**src/rtl/mnist_classify_seq_if.sv**
```systemverilog
// Handshake/bus bundle for mnist_classify_seq.
// Groups the request, fetcher and result channels; clock and reset stay outside.
// slave  : the sequencer itself.
// master : the surroundings (requester, fetcher, bias ROM, result consumer).
// Build option: MNIST_CLS_TOP2_EN adds res_class2 / res_margin.
interface mnist_classify_seq_if #(
  parameter int DATA_WIDTH  = 16,
  parameter int NUM_CLASSES = 10,
  parameter int IMAGES      = 10
);
  localparam int CW = (NUM_CLASSES > 1) ? $clog2(NUM_CLASSES) : 1;
  localparam int IW = (IMAGES > 1) ? $clog2(IMAGES) : 1;
  localparam int SW = 2 * DATA_WIDTH;

  logic                            req_valid;
  logic [IW-1:0]                   req_img;
  logic                            req_ready;
  logic [IW-1:0]                   img_sel;
  logic                            comp_start;
  logic                            comp_ready;
  logic [NUM_CLASSES*SW-1:0]       scores;
  logic [NUM_CLASSES*DATA_WIDTH-1:0] bias;
  logic                            res_valid;
  logic                            res_ready;
  logic [CW-1:0]                   res_class;
  logic [SW-1:0]                   res_score;
  logic                            busy;
  logic                            err_timeout;
`ifdef MNIST_CLS_TOP2_EN
  logic [CW-1:0]                   res_class2;
  logic [SW-1:0]                   res_margin;
`endif

  modport slave (
    input  req_valid, req_img, comp_ready, scores, bias, res_ready,
    output req_ready, img_sel, comp_start, res_valid, res_class, res_score,
           busy, err_timeout
`ifdef MNIST_CLS_TOP2_EN
    , output res_class2, res_margin
`endif
  );

  modport master (
    output req_valid, req_img, comp_ready, scores, bias, res_ready,
    input  req_ready, img_sel, comp_start, res_valid, res_class, res_score,
           busy, err_timeout
`ifdef MNIST_CLS_TOP2_EN
    , input res_class2, res_margin
`endif
  );
endinterface

```
**src/rtl/mnist_classify_seq.sv**
```systemverilog
// MNIST classification sequencer.
// Accepts an image index, launches the systolic fetcher, captures the score
// row on a fresh rise of comp_ready while adding bias with saturation, then
// scans for the argmax one class per cycle and presents the result.
// Build option: MNIST_CLS_TOP2_EN also tracks the runner-up class and the
// saturated margin between best and runner-up scores.
module mnist_classify_seq #(
  parameter int DATA_WIDTH  = 16,
  parameter int NUM_CLASSES = 10,
  parameter int IMAGES      = 10,
  parameter int TIMEOUT     = 4096
) (
  input  logic                 clk,
  input  logic                 reset_n,
  mnist_classify_seq_if.slave  bus
);
  localparam int CW = (NUM_CLASSES > 1) ? $clog2(NUM_CLASSES) : 1;
  localparam int IW = (IMAGES > 1) ? $clog2(IMAGES) : 1;
  localparam int SW = 2 * DATA_WIDTH;
  localparam int TW = $clog2(TIMEOUT) + 1;

  localparam logic [SW-1:0] SMAX = {1'b0, {(SW-1){1'b1}}};
  localparam logic [SW-1:0] SMIN = {1'b1, {(SW-1){1'b0}}};

  typedef enum logic [2:0] {
    S_IDLE, S_LAUNCH, S_WAIT, S_SCAN, S_DONE
  } state_t;

  state_t state_q, state_d;

  logic [IW-1:0]                   img_q;
  logic                            prev_rdy_q;
  logic [TW-1:0]                   tcnt_q;
  logic                            err_q;
  logic [NUM_CLASSES-1:0][SW-1:0]  sum_q;
  logic [NUM_CLASSES-1:0][SW-1:0]  sum_d;
  logic [SW-1:0]                   best_q;
  logic [CW-1:0]                   idx_q;
  logic [CW-1:0]                   scan_i_q;
  logic [SW-1:0]                   cur;
  logic                            rise;
  logic                            to_hit;
  logic                            scan_last;
  logic                            cur_gt_best;
`ifdef MNIST_CLS_TOP2_EN
  logic [SW-1:0]                   sec_q;
  logic [CW-1:0]                   idx2_q;
  logic                            have2_q;
  logic [SW:0]                     diff;
`endif

  // Per-class saturating bias add, evaluated combinationally and captured on the rise
  for (genvar g = 0; g < NUM_CLASSES; g++) begin : g_lane
    logic [SW:0] ext;
    assign ext = {bus.scores[g*SW+SW-1], bus.scores[g*SW +: SW]}
               + {{(SW-DATA_WIDTH+1){bus.bias[g*DATA_WIDTH+DATA_WIDTH-1]}},
                  bus.bias[g*DATA_WIDTH +: DATA_WIDTH]};
    // sign bits disagree only on overflow; the carry-out bit gives the direction
    assign sum_d[g] = (ext[SW] ^ ext[SW-1]) ? (ext[SW] ? SMIN : SMAX) : ext[SW-1:0];
  end

  // A level already high when launched is not a rise: prev_rdy_q tracks every cycle
  assign rise        = bus.comp_ready & ~prev_rdy_q;
  // Counter is cleared in LAUNCH; firing one count early makes the error visible
  // exactly TIMEOUT cycles after the launch pulse
  assign to_hit      = (tcnt_q == TW'(TIMEOUT - 2));
  assign cur         = sum_q[scan_i_q];
  assign scan_last   = (scan_i_q == CW'(NUM_CLASSES - 1));
  assign cur_gt_best = $signed(cur) > $signed(best_q);

  // State register
  always_ff @(posedge clk or negedge reset_n) begin
    if (!reset_n) state_q <= S_IDLE;
    else          state_q <= state_d;
  end

  // Next-state logic
  always_comb begin
    state_d = state_q;
    case (state_q)
      S_IDLE:   if (bus.req_valid) state_d = S_LAUNCH;
      S_LAUNCH: state_d = S_WAIT;
      S_WAIT:   if (rise) state_d = S_SCAN;
                else if (to_hit) state_d = S_IDLE;
      S_SCAN:   if (scan_last) state_d = S_DONE;
      S_DONE:   if (bus.res_ready) state_d = S_IDLE;
      default:  state_d = S_IDLE;
    endcase
  end

  // Datapath: image latch, timeout counter, score capture and serial argmax
  always_ff @(posedge clk or negedge reset_n) begin
    if (!reset_n) begin
      img_q      <= '0;
      prev_rdy_q <= 1'b0;
      tcnt_q     <= '0;
      err_q      <= 1'b0;
      sum_q      <= '0;
      best_q     <= '0;
      idx_q      <= '0;
      scan_i_q   <= '0;
`ifdef MNIST_CLS_TOP2_EN
      sec_q      <= '0;
      idx2_q     <= '0;
      have2_q    <= 1'b0;
`endif
    end else begin
      prev_rdy_q <= bus.comp_ready;
      case (state_q)
        S_IDLE: begin
          if (bus.req_valid) begin
            img_q <= ({1'b0, bus.req_img} >= (IW+1)'(IMAGES)) ? IW'(IMAGES - 1) : bus.req_img;
            err_q <= 1'b0;
          end
        end
        S_LAUNCH: tcnt_q <= '0;
        S_WAIT: begin
          if (rise) begin
            sum_q    <= sum_d;
            best_q   <= sum_d[0];
            idx_q    <= '0;
            scan_i_q <= CW'(1);
`ifdef MNIST_CLS_TOP2_EN
            sec_q    <= '0;
            idx2_q   <= '0;
            have2_q  <= 1'b0;
`endif
          end else if (to_hit) begin
            err_q <= 1'b1;
          end else begin
            tcnt_q <= tcnt_q + TW'(1);
          end
        end
        S_SCAN: begin
          // strict compare keeps the lowest index on ties
          if (cur_gt_best) begin
            best_q <= cur;
            idx_q  <= scan_i_q;
`ifdef MNIST_CLS_TOP2_EN
            sec_q   <= best_q;
            idx2_q  <= idx_q;
            have2_q <= 1'b1;
`endif
          end
`ifdef MNIST_CLS_TOP2_EN
          else if (!have2_q || ($signed(cur) > $signed(sec_q))) begin
            // a tie with best lands here and becomes runner-up
            sec_q   <= cur;
            idx2_q  <= scan_i_q;
            have2_q <= 1'b1;
          end
`endif
          scan_i_q <= scan_i_q + CW'(1);
        end
        default: ;
      endcase
    end
  end

  assign bus.req_ready   = (state_q == S_IDLE);
  assign bus.busy        = (state_q != S_IDLE);
  assign bus.comp_start  = (state_q == S_LAUNCH);
  assign bus.res_valid   = (state_q == S_DONE);
  assign bus.img_sel     = img_q;
  assign bus.res_class   = idx_q;
  assign bus.res_score   = best_q;
  assign bus.err_timeout = err_q;

`ifdef MNIST_CLS_TOP2_EN
  // best >= runner-up, so the difference is non-negative; clamp if it exceeds SMAX
  assign diff           = {best_q[SW-1], best_q} - {sec_q[SW-1], sec_q};
  assign bus.res_class2 = idx2_q;
  assign bus.res_margin = (diff[SW] | diff[SW-1]) ? SMAX : diff[SW-1:0];
`endif
endmodule

```
**src/flat_wrapper.sv**
```systemverilog
// flat-port wrapper written by rule: the top's interface ports become plain ports
module mnist_classify_seq_flat 
#(
  parameter int DATA_WIDTH  = 16,
  parameter int NUM_CLASSES = 10,
  parameter int IMAGES      = 10,
  parameter int TIMEOUT     = 4096
)
  (clk, reset_n, bus_req_valid, bus_req_img, bus_comp_ready, bus_scores, bus_bias, bus_res_ready, bus_req_ready, bus_img_sel, bus_comp_start, bus_res_valid, bus_res_class, bus_res_score, bus_busy, bus_err_timeout);
  mnist_classify_seq_if #(.DATA_WIDTH(DATA_WIDTH), .NUM_CLASSES(NUM_CLASSES), .IMAGES(IMAGES)) bus_i ();
  input  logic clk;
  input  logic reset_n;
  input wire logic [$bits(bus_i.req_valid)-1:0] bus_req_valid;
  input wire logic [$bits(bus_i.req_img)-1:0] bus_req_img;
  input wire logic [$bits(bus_i.comp_ready)-1:0] bus_comp_ready;
  input wire logic [$bits(bus_i.scores)-1:0] bus_scores;
  input wire logic [$bits(bus_i.bias)-1:0] bus_bias;
  input wire logic [$bits(bus_i.res_ready)-1:0] bus_res_ready;
  output wire logic [$bits(bus_i.req_ready)-1:0] bus_req_ready;
  output wire logic [$bits(bus_i.img_sel)-1:0] bus_img_sel;
  output wire logic [$bits(bus_i.comp_start)-1:0] bus_comp_start;
  output wire logic [$bits(bus_i.res_valid)-1:0] bus_res_valid;
  output wire logic [$bits(bus_i.res_class)-1:0] bus_res_class;
  output wire logic [$bits(bus_i.res_score)-1:0] bus_res_score;
  output wire logic [$bits(bus_i.busy)-1:0] bus_busy;
  output wire logic [$bits(bus_i.err_timeout)-1:0] bus_err_timeout;
  assign bus_i.req_valid = bus_req_valid;
  assign bus_i.req_img = bus_req_img;
  assign bus_i.comp_ready = bus_comp_ready;
  assign bus_i.scores = bus_scores;
  assign bus_i.bias = bus_bias;
  assign bus_i.res_ready = bus_res_ready;
  assign bus_req_ready = bus_i.req_ready;
  assign bus_img_sel = bus_i.img_sel;
  assign bus_comp_start = bus_i.comp_start;
  assign bus_res_valid = bus_i.res_valid;
  assign bus_res_class = bus_i.res_class;
  assign bus_res_score = bus_i.res_score;
  assign bus_busy = bus_i.busy;
  assign bus_err_timeout = bus_i.err_timeout;
  mnist_classify_seq #(.DATA_WIDTH(DATA_WIDTH), .NUM_CLASSES(NUM_CLASSES), .IMAGES(IMAGES), .TIMEOUT(TIMEOUT)) u_core (.clk(clk), .reset_n(reset_n), .bus(bus_i));
endmodule
```
**config.mk**
```make
export PLATFORM = sky130hd
export DESIGN_NAME = mnist_classify_seq_flat
export DESIGN_NICKNAME = d
export VERILOG_FILES = /design/src/rtl/mnist_classify_seq_if.sv /design/src/rtl/mnist_classify_seq.sv /design/src/flat_wrapper.sv
export SDC_FILE = /design/constraint.sdc
export NUM_CORES = 2
export LEC_CHECK = 0
export ABC_AREA = 1
export BUFFER_PORTS_ARGS = -buffer_cell sky130_fd_sc_hd__buf_2
export CORE_ASPECT_RATIO = 1.75
export CORE_UTILIZATION = 30
export DETAILED_ROUTE_END_ITERATION = 8
export GPL_ROUTABILITY_DRIVEN = 0
export SLEW_MARGIN = 10
export SYNTH_ARGS = -nofsm -noshare
export SYNTH_HDL_FRONTEND = slang
export SYNTH_SLANG_ARGS = --single-unit
```
**constraint.sdc**
```tcl
create_clock -name clk -period 2.75 [get_ports clk]
set_input_delay 0 -clock clk [delete_from_list [all_inputs] [get_ports clk]]
set_output_delay 0 -clock clk [all_outputs]
set_load 0.02 [all_outputs]
```
==> results.py <==
metrics = {
    "run_status": {
        "run_status": "finished, violations left",
        "violations": "setup timing",
    },
    "place": {
        "hpwlAfterDp_um": 146000,
        "place_area_um2": 44000,
        "place_inst": 8049,
        "numPortBuffers": 533,
    },
    "global_routing": {
        "grt_max_degree": 77,
        "grt_pass1_wl_um": 264000,
        "first_global_vias": 43471,
        "grt_util_all_layers_pct": 27.3,
        "antenna_found_initial": 23,
        "grt_overflow": 0,
    },
    "worst_hold_path": {
        "hp-class": "input port to flip-flop",
        "min_path_cells": 5,
        "min_from": "bus_scores[98]",
        "min_to": "u_core.sum_q[98]$_DFFE_PN0P_",
    },
    "floorplan": {
        "ioPinCount": 534,
        "rows": 172,
        "die_w_um": 271,
        "die_h_um": 473,
        "core_area_um2": 126000,
        "fp.dieArea_um2": 128000,
        "start_util_pct": 30.3,
    },
    "clock_network": {
        "cts_num_sinks": 382,
        "cts_buffers": 41,
        "cts.clk_slew.worst_paths_ns": 0.07,
        "cts_tree": "yes",
        "clock_latency_ns": 0.61,
        "h-tree-depth": 2,
        "clock_path_buffers": 3,
        "cts-root-buf": "clkbuf_16",
    },
    "yosys": {
        "yosys_warnings": 0,
        "synth.ff_latch_count": 382,
        "syn_inst": 5815,
        "syn_avg_cell_area_um2": 6.54,
        "synthFlopType": "dfrtp_1",
        "syn-cell-area_um2": 38000,
        "syn_nets": 6670,
        "yosysUniqueCellTypes": 48,
        "synth_edf_count": 0,
        "synthArstFlopShare_pct": 100,
        "yosysSeqAreaShare_pct": 25.1,
    },
    "timing": {
        "tightest_slew_ns": 0.857,
        "max-slew-margin-rel_pct": 42.9,
        "rsz0062_at_grt": "yes",
        "min_period_ns": 3.31,
        "final_hold_viol_count": 0,
        "fmax_ghz": 0.302,
        "setup_violations": 36,
        "setup_ws_ns": -0.557,
        "final_max_slew_viol_count": 0,
        "clock_skew_ns": 0.0363,
        "fin_crit_sh_pct": 120,
    },
    "detailed_routing": {
        "drt_pre_antenna_iters": 9,
        "viasPerCell": 5.31,
        "wirelength_um": 180000,
        "drc_errors": 0,
        "ant_nets": 0,
        "vias": 44289,
        "wl_per_cell_um": 21.5,
        "drt_iter0_markers": 4181,
    },
    "cells_and_area": {
        "fin_nets": 7498,
        "syn2layout_area_growth_pct": 25.9,
        "fin_area_um2": 47900,
        "drive_gt1_share_pct": 14.7,
        "fin_cells": 8340,
    },
    "setup_path": {
        "regToRegSetupSlack_ns": -0.56,
        "start_kind": "flip-flop",
        "timing.rr.end": "u_core.bus.res_score[2]$_DFFE_PN0P_",
        "worstSetupEndpointType": "flip-flop",
        "crit_required_ns": 3.28,
        "r2r-start": "u_core.scan_i_q[0]$_DFFE_PN0P_",
        "worstPathMaxFanout": 8,
        "crit_start": "u_core.scan_i_q[0]$_DFFE_PN0P_",
        "reg2reg_depth": 26,
        "worst_ep_arrival_time_ns": 3.84,
        "crit_type": "flip-flop to flip-flop",
    },
    "power": {
        "p_per_area_nw_per_um2": 881,
        "max-vdd-ir-drop_mv": 0.551,
        "p_leak_nw": 23.4,
    },
    "job": {
        "max_cap_viol_count": 0,
    },
}
cell usage in the layout, fill, tap and decap left out, types with 6 or more instances in the layout:
cell              n
nand3_1         272
o21bai_1         50
nand4_1          36
nand3b_1         26
clkbuf_16        44
o21a_1           23
a21o_1           56
dlygate4sd3_1   170
nor2_2           22
mux2i_1          25
a21oi_2          22
o21ai_1          62
clkinv_2          6
nand2_2          24
o21ai_0         319
diode_2          15
a31oi_1          24
dfrtp_1         380
clkbuf_1          9
fa_1             10
nor2_1          862
xnor2_1          45
inv_2             7
o21ai_2          14
clkbuf_8          8
inv_1           412
ha_1            352
nor3_1           95
o22ai_1          14
xor2_1          174
o221ai_1         45
buf_4           198
o211ai_1         27
a21oi_1         749
or2_2             7
nand2_1        1440
buf_12           36
buf_2           532
buf_6            12
critical path: stages, from the launching register on:
cell and delay [ns]:
dfrtp_4 0.55, clkinv_8 0.11, buf_12 0.15, buf_4 0.13
o21ai_0 0.19, o221ai_1 0.13, o211ai_1 0.16, o21ai_1 0.15
ha_1 0.32, nand2_1 0.07, inv_1 0.05, nand2_1 0.06
nand2_1 0.05, nand2_1 0.05, nand2_1 0.07, nand2_1 0.06
nand2_1 0.05, nand2_2 0.07, nand2_1 0.05, nand2_1 0.07
nand3_2 0.10, nand2_4 0.13, clkinv_8 0.09, buf_12 0.15
nor2_1 0.11, nand2_1 0.07, nand2_1 0.06
kinds of logic (layout without fill, tap and decap cells):
family | count (synthesis) | after routing | share of synthesized area, %
multiplexers | 25 | 25 | 0.658
XOR/XNOR | 219 | 219 | 5.04
AO/OA/AOI/OAI | 1414 | 1414 | 20.5
flip-flops | 382 | 382 | 25.1
buffers and inverters | 597 | 1454 | 6.47
adder cells (fa/ha/maj) | 366 | 366 | 12.2
other | 0 | 15 | 0
AND/OR/NAND/NOR | 2812 | 2812 | 30.0
timing repair:
item,in CTS,in global routing
endpoints found under the hold margin,303,0
endpoints found under the setup margin,36,37
pin swaps,8,6
resized for setup,86,44
cloned,9,1
setup buffers,20,6
hold buffers,170,0
power by group:
part	switching (mW)	total, mW	internal, mW
clock	2.48	5.84	3.36
combinational	14.2	23.8	9.55
sequential	4.26	12.6	8.33
total	21.0	42.2	21.2
how the worst max path moves through the flow:
| stage | end | slack (ns) | cells after the start |
|---|---|---|---|
| floorplan | u_core.bus.res_score[0]$_DFFE_PN0P_ | -0.02 | 20 |
| global placement | u_core.bus.res_score[6]$_DFFE_PN0P_ | -0.45 | 24 |
| detailed placement | u_core.bus.res_score[2]$_DFFE_PN0P_ | -0.55 | 21 |
| CTS | u_core.bus.res_score[2]$_DFFE_PN0P_ | -0.48 | 24 |
| global route | u_core.bus.res_score[27]$_DFFE_PN0P_ | -0.76 | 23 |
| finish | u_core.bus.res_score[2]$_DFFE_PN0P_ | -0.56 | 26 |
sequential cells by signal (all words and copies together) (netlist names):
register / count
u_core.bus.err_timeout: 1
u_core.bus.img_sel: 4
u_core.bus.res_class: 4
u_core.bus.res_score: 32
u_core.prev_rdy_q: 1
u_core.scan_i_q: 4
u_core.state_q: 3
u_core.sum_q: 320
u_core.tcnt_q: 13
synth_stat cells (26+ instances only):
library cell / count / area [µm²]
nand2_1: 1451 / 5450
nor2_1: 881 / 3310
a21oi_1: 754 / 3770
inv_1: 415 / 1560
dfrtp_1: 382 / 9560
o21ai_0: 362 / 1810
ha_1: 356 / 4450
nand3_1: 276 / 1380
xor2_1: 174 / 1520
nor3_1: 97 / 485
buf_2: 82 / 410
clkbuf_1: 57 / 214
a21o_1: 56 / 420
o21bai_1: 50 / 375
o221ai_1: 46 / 403
xnor2_1: 45 / 394
nand4_1: 36 / 225
o21ai_1: 28 / 140
o211ai_1: 27 / 203
nand3b_1: 26 / 195
metal layers:
layer / vias up / part of all wire [%] / GRT usage (%)
met5: - / 0.064 / 0
met4: 20 / 8.1 / 19.0
met3: 561 / 7.2 / 5.18
met2: 1913 / 48 / 47.9
met1: 20587 / 36 / 29.4
li1: 21208 / - / -
cell type report:
class,instances,area [µm²]
fill,13568,77800
multi-input combinational,4836,26300
sequential,382,9560
timing repair buffer,958,6960
tap,1653,2070
inverter,423,1620
clock buffer,60,1220
clock inverter,12,146
antenna,15,37.5
timing repair inverter,1,8.76
metrics by stage:
step	setup TNS [ns]	utilization, %	power [mW]	hold WS, ns	setup slack (ns)
4_1_cts	-15.32	38.0	40.9	0.0000691	-0.476
6_report	-17.82	38.1	42.2	0.000611	-0.557
5_1_grt	-25.86	38.1	44.6	0.0392	-0.761
3_5_place_dp	-26.28	35.0	33.0	0.0827	-0.552
3_3_place_gp	-22.85	35.0	32.7	0.0751	-0.447
2_1_floorplan	-0.497	-	22.9	-0.296	-0.0176
(Power assumes the default switching activity.)
